--- src/rtl/word_distributor_8x16.sv ---
// word_distributor_8x16: registered 1-to-8 word distributor with frame tracking.
// Accepts words on a valid/ready handshake and steers each one into a held bank.
// The bank is chosen by an explicit select or by an auto-incrementing pointer.
module word_distributor_8x16 #(
  parameter int WIDTH = 16
) (
  input  logic             CLK,
  input  logic             RST_N,
  input  logic [WIDTH-1:0] IN0,
  input  logic             A2,
  input  logic             A1,
  input  logic             A0,
  input  logic             AUTO,
  input  logic             IN_VALID,
  output logic             IN_READY,
  input  logic             CLEAR,
  input  logic             OUT_ACK,
  output logic [WIDTH-1:0] OUT7,
  output logic [WIDTH-1:0] OUT6,
  output logic [WIDTH-1:0] OUT5,
  output logic [WIDTH-1:0] OUT4,
  output logic [WIDTH-1:0] OUT3,
  output logic [WIDTH-1:0] OUT2,
  output logic [WIDTH-1:0] OUT1,
  output logic [WIDTH-1:0] OUT0,
  output logic [7:0]       LOADED,
  output logic [2:0]       PTR,
  output logic             FRAME_DONE
);

  typedef enum logic {FILL, FULL} state_t;

  state_t           state_q, state_d;
  logic [WIDTH-1:0] bank_q [8];
  logic [7:0]       loaded_q, loaded_d;
  logic [2:0]       ptr_q, ptr_d;
  logic             done_q, done_d;
  logic [2:0]       dest;
  logic             xfer;

  // Handshake decode and destination select
  always_comb begin
    IN_READY = RST_N & (state_q == FILL) & ~CLEAR;
    xfer     = IN_VALID & IN_READY;
    dest     = AUTO ? ptr_q : {A2, A1, A0};
  end

  // Next-state, frame tracking and pointer update; CLEAR outranks everything
  always_comb begin
    state_d  = state_q;
    loaded_d = loaded_q;
    ptr_d    = ptr_q;
    done_d   = 1'b0;
    if (CLEAR) begin
      state_d  = FILL;
      loaded_d = '0;
      ptr_d    = '0;
    end else begin
      unique case (state_q)
        FILL: begin
          if (xfer) begin
            loaded_d = loaded_q | (8'(1) << dest);
            if (AUTO) ptr_d = ptr_q + 3'd1;
            if (loaded_d == 8'hFF) begin
              state_d = FULL;
              done_d  = 1'b1;
            end
          end
        end
        FULL: begin
          if (OUT_ACK) begin
            state_d  = FILL;
            loaded_d = '0;
            ptr_d    = '0;
          end
        end
        default: state_d = FILL;
      endcase
    end
  end

  // Control state registers
  always_ff @(posedge CLK or negedge RST_N) begin
    if (!RST_N) begin
      state_q  <= FILL;
      loaded_q <= '0;
      ptr_q    <= '0;
      done_q   <= 1'b0;
    end else begin
      state_q  <= state_d;
      loaded_q <= loaded_d;
      ptr_q    <= ptr_d;
      done_q   <= done_d;
    end
  end

  // Output banks: written only on an accepted transfer, otherwise held
  always_ff @(posedge CLK or negedge RST_N) begin
    if (!RST_N) begin
      for (int unsigned i = 0; i < 8; i++) bank_q[i] <= '0;
    end else if (xfer) begin
      bank_q[dest] <= IN0;
    end
  end

  // Port mapping
  always_comb begin
    OUT0       = bank_q[0];
    OUT1       = bank_q[1];
    OUT2       = bank_q[2];
    OUT3       = bank_q[3];
    OUT4       = bank_q[4];
    OUT5       = bank_q[5];
    OUT6       = bank_q[6];
    OUT7       = bank_q[7];
    LOADED     = loaded_q;
    PTR        = ptr_q;
    FRAME_DONE = done_q;
  end

endmodule

--- config.mk ---
export PLATFORM = sky130hd
export DESIGN_NAME = word_distributor_8x16
export DESIGN_NICKNAME = d
export VERILOG_FILES = /design/src/rtl/word_distributor_8x16.sv
export SDC_FILE = /design/constraint.sdc
export NUM_CORES = 1
export LEC_CHECK = 0
export ABC_AREA = 1
export BUFFER_PORTS_ARGS = -buffer_cell sky130_fd_sc_hd__buf_2
export CORE_AREA = 10 10 137 139
export DETAILED_ROUTE_END_ITERATION = 10
export DIE_AREA = 0 0 147 149
export PLACE_DENSITY = 0.58
export SYNTH_ARGS = -nofsm -noshare
export SYNTH_HDL_FRONTEND = slang
export SYNTH_SLANG_ARGS = --single-unit
export TNS_END_PERCENT = 30
--- constraint.sdc ---
create_clock -name CLK -period 1.8 [get_ports CLK]
set_clock_uncertainty 0.2 [all_clocks]
set_input_delay 0.27 -clock CLK [delete_from_list [all_inputs] [get_ports CLK]]
set_output_delay 0.27 -clock CLK [all_outputs]
set_load 0.02 [all_outputs]
Word level (Yosys, flattened, before mapping)
Index checks and enable logic that the tools add are counted.
{"block": "op_classes", "bitwise": 7, "magnitude_cmp": 2, "eq_ne": 4, "n_reduce_logical": 3, "n_mux": 20, "addsub": 1, "shift": 1}
{"cell": "bitwise mux 128 bit", "n": 1}
{"cell": "demux 16 bit (select 3 bit)", "n": 1}
{"cell": "2-to-1 mux 8 bit", "n": 3}
{"cell": "2-to-1 mux 16 bit", "n": 1}
{"cell": "case mux 8 bit (2 select lines)", "n": 1}
{"cell": "2-to-1 mux 3 bit", "n": 5}
{"cell": "inequality test 3 bit (second input constant)", "n": 3}
{"cell": "equality test 8 bit (second input constant)", "n": 1}
{"cell": "OR 8 bit", "n": 1}
{"cell": "left shift 1 x 3 -> 8 bit (first input constant)", "n": 1}
{"cell": "2-to-1 mux 1 bit", "n": 6}
{"cell": "case mux 3 bit (2 select lines)", "n": 1}
{"cell": "greater-or-equal comparator 4 bit (second input constant)", "n": 1}
{"cell": "< comparator 4 x 1 -> 1 bit (second input constant)", "n": 1}
{"cell": "inverter 3 -> 4 bit", "n": 1}
{"cell": "adder 3 x 1 -> 3 bit (second input constant)", "n": 1}
{"cell": "AND 1 bit", "n": 3}
{"cell": "AND reduction 3 bit", "n": 1}
{"cell": "inverter 1 bit", "n": 2}
{"cell": "case mux 1 bit (2 select lines)", "n": 1}
{"cell": "AND reduction 2 bit", "n": 1}
{"cell": "logical AND 1 bit", "n": 1}
{"block": "totals", "elab_cells": 50, "ff_bits": 141}

Longest topological paths before layout
{"block": "logic_depth", "ltp_word": 8, "mapped_depth": 10}

Worst setup path after synthesis
No wires, ideal clock.
{"block": "synth_timing", "path_type": "reg-to-reg", "from": "register state_q", "to": "register bank_q, in the netlist OUT2[13]", "setup_slack_ns": 0.022, "path_stages_with_launch": 10, "n_path_buf": 2, "setup_ns": 0.124, "required_time_ns": 1.476, "arrival_time_ns": 1.454, "path_cell_list": "dfrtp_1 > inv_2 > nand2_1 > nor2_2 > nand2_2 > or2_1 > buf_6 > buf_6 > nand2_1 > o21ai_2"}
{"block": "synth_via", "elab_chain_cells": 4}
{"element": "from (decl)", "line_no": "33", "text": "state_t state_q, state_d;"}
{"element": "from (signal assigned)", "line_no": "90", "text": "state_q <= state_d;"}
{"element": "inverter 1 bit"}
{"element": "AND 1 bit (2 in a row)", "line_no": "43", "text": "IN_READY = RST_N & (state_q == FILL) & ~CLEAR;"}
{"element": "named net IN_READY", "line_no": "15", "text": "output logic IN_READY,"}
{"element": "AND 1 bit", "line_no": "44", "text": "xfer = IN_VALID & IN_READY;"}
{"element": "to (signal, indexed assignment)", "line_no": "102", "text": "bank_q[dest] <= IN0;"}
{"element": "to (decl)", "line_no": "34", "text": "logic [WIDTH-1:0] bank_q [8];"}
The timed path passes the listed nets, and every way through them passes these cells.
A chain may end at the register's enable or synchronous reset.

Worst setup path after layout
{"block": "layout_timing", "from": "register state_q", "to": "register bank_q, in the netlist OUT2[8]"}
{"block": "layout_via", "elab_chain_cells": 4}
{"element": "inverter 1 bit"}
{"element": "AND 1 bit (2 in a row)", "line_no": "43"}
{"element": "AND 1 bit", "line_no": "44"}
No other way between the ends.

==> out/qor.yml <==
run_status:
  status: "finished, final reports clean"
sta:
  finalCritPeriodShare_pct: 94.56
  finalHoldViolCount: 0
  fmaxAchievable_mhz: 587.5
  relSlewSlack_pct: 45.28
  min_period_ns: 1.702
  report.final.slew_viol_count: 0
  fin_tns_setup_ns: 0
  setup_viol: 0
  hold_slack_ns: 0.05513
  rsz0062_at_grt: "true"
  tightest_slew_ns: 0.8207
finish:
  final_core_util_pct: 44.74
  syn2layout_area_growth_pct: 31.40
  n_fill_cell: 1542
  multiInputGateArea_um2: 1627
  drive_gt1_share_pct: 35.50
  nets: 737
  diodes: 0
  regArea_um2: 3528
cts:
  clk_path_buf_depth: 2
  clk_pin_slew_ns: 0.06
  cts.sinks: 141
  root_buffer: "clkbuf_16"
  insertion_delay_ns: 0.42
  cts_made_buffers: 17
  cts_tree: "built"
  htreeDepth: 4
power_and_ir_drop:
  p_leak_nw: 3.878
  ir_drop_v: 0.0005812
  power_density_nw_per_um2: 1293
  total_power_mw: 9.355
floorplan:
  die_x_um: 147
  die_y_um: 149
  io_pins: 166
  die-area_um2: 21900
  core_area_um2: 16170
  placementRows: 47
  start_util_pct: 34.05
global_routing:
  gr-total-overflow: 0
  grt_start_max_net_pins: 142
  grt_pass1_wl_um: 25150
  grt_usage_pct: 14.54
  grt_antenna_before_repair: 0
  first_global_vias: 4455
setup_path:
  cp_max_fo: 33
  critPathRequiredTime_ns: 1.89
  crit_path_end_kind: "flop"
  critPathArrivalTime_ns: 1.79
  cp-start-kind: "flop"
  critPathKind: "flop to flop"
logic_synthesis:
  netlist_top_cells_count: "nand2_1 (157), dfrtp_1 (141), o21ai_0 (72)"
  synth_enable_flop_cells: 0
  synth_area_leaders: "dfrtp_1 (64%), nand2_1 (11%), o21ai_0 (6.5%)"
  async_flop_share_pct: 100.0
  yosys_most_used_dff: "dfrtp_1"
  yosysUniqueCellTypes: 22
  ys_seq_area_share_pct: 64.08
  synth_top_area_share_pct: 64.08
  ys_ff_latch: 141
  yosysMostFrequentCell: "nand2_1"
  synth_area_leader_cell: "dfrtp_1"
  synthCells: 538
  netlist_area_um2: 5507
  ys_warn_count: 0
  synth_nets: 564
  syn_avg_cell_area_um2: 10.24
flow_run:
  cap_violations: 0
min_path:
  hp-class: "primary input to flop"
route:
  postRouteAntennaNets: 0
  vias_per_cell: 4.596
  first_pass_iters: 5
  vias: 4339
  wirelength_um: 15660
  drt_iter0_markers: 277
  drc_errors: 0
  routedWlPerCell_um: 16.58
placed_design:
  globalplace.congestion: 0.8621
  port_buffers: 165
  dp_hpwl_um: 11430
critical path: stages (launching register included):
cell and delay (ns):
dfrtp_1 0.39, inv_2 0.05, nand2_1 0.06, nor2_2 0.11, nand2_2 0.14, or2_1 0.29
buf_12 0.18, nand2_1 0.08, o21ai_1 0.06
timing repair:
item | CTS | global route
endpoints found under the hold margin | 142 | 0
resized for setup | 0 | 7
buffers inserted | 0 | 2
setup endpoints to repair | 0 | 78
hold buffers | 3 | 0
cell usage in the layout, fill, tap and decap left out, types with 4 or more instances in the layout:
master / synthesis / layout
buf_2: 9 / 164
nand2_1: 157 / 156
dfrtp_1: 141 / 141
o21ai_0: 72 / 72
inv_1: 35 / 35
o21ai_2: 34 / 34
o21ai_1: 32 / 32
clkbuf_16: 0 / 17
nand3_1: 14 / 13
buf_12: 0 / 8
nand2_2: 5 / 6
nor2_1: 5 / 5
clkinvlp_4: 0 / 4
buf_4: 0 / 4
final cells by class:
cell class	count	area share, %
sequential	141	48.76
timing repair buffer	182	14.85
tap	220	3.804
clock inverter	10	1.574
multi-input combinational	331	22.48
inverter	38	2.110
clock buffer	22	6.415
path summary, 6_finish.rpt:
path,startpoint,endpoint,slack [ns],depth (start not counted)
setup reg to reg,state_q,OUT2[8],0.1,8
max in group asynchronous,RST_N,LOADED[4],0.43,3
setup / recovery,state_q,OUT2[8],0.1,8
hold reg to reg,OUT2[4],OUT2[4],0.28,2
min in group asynchronous,RST_N,OUT7[0],0.30,3
hold / removal,AUTO,PTR[2],0.06,3
kinds of logic (layout without fill, tap and decap cells):
| logic type | after synthesis | count (layout) | synth area share, % |
|---|---|---|---|
| flip-flops | 141 | 141 | 64.08 |
| buffers and inverters | 66 | 252 | 6.567 |
| adder cells (fa/ha/maj) | 1 | 1 | 0.2272 |
| AO/OA/AOI/OAI | 142 | 142 | 15.29 |
| AND/OR/NAND/NOR | 188 | 188 | 13.84 |
layer usage:
metal | global-route usage (%) | vias to the layer above | part of all wire (%)
met5 | 0 | - | 0
met4 | 6.244 | 0 | 2.1
met3 | 5.370 | 20 | 7.7
met2 | 21.85 | 141 | 45
met1 | 18.50 | 2072 | 45
li1 | - | 2106 | -
flip-flops by register name, summed over array words and instances, names as in the netlist:
signal      flops
FRAME_DONE      1
LOADED          8
OUT0           16
OUT1           16
OUT2           16
OUT3           16
OUT4           16
OUT5           16
OUT6           16
OUT7           16
PTR             3
state_q         1
through the flow:
step                      cell area [um2]  std cells  setup WS [ns]
final                                7236        944        0.09786
after global routing                 7236        944       0.001093
after CTS                            7198        942        0.02487
after detailed placement             6590        907        0.01598
after global placement               6590        907        0.06464
after floorplan                      5507        538        0.02176
power by group:
| part | leakage, nW | internal (mW) | switching [mW] |
|---|---|---|---|
| combinational | 1.74 | 0.640 | 1.33 |
| sequential | 1.86 | 3.68 | 0.295 |
| clock | 0.273 | 2.11 | 1.30 |
| total | 3.88 | 6.43 | 2.93 |
No activity file was read; power rests on OpenSTA's default activity.
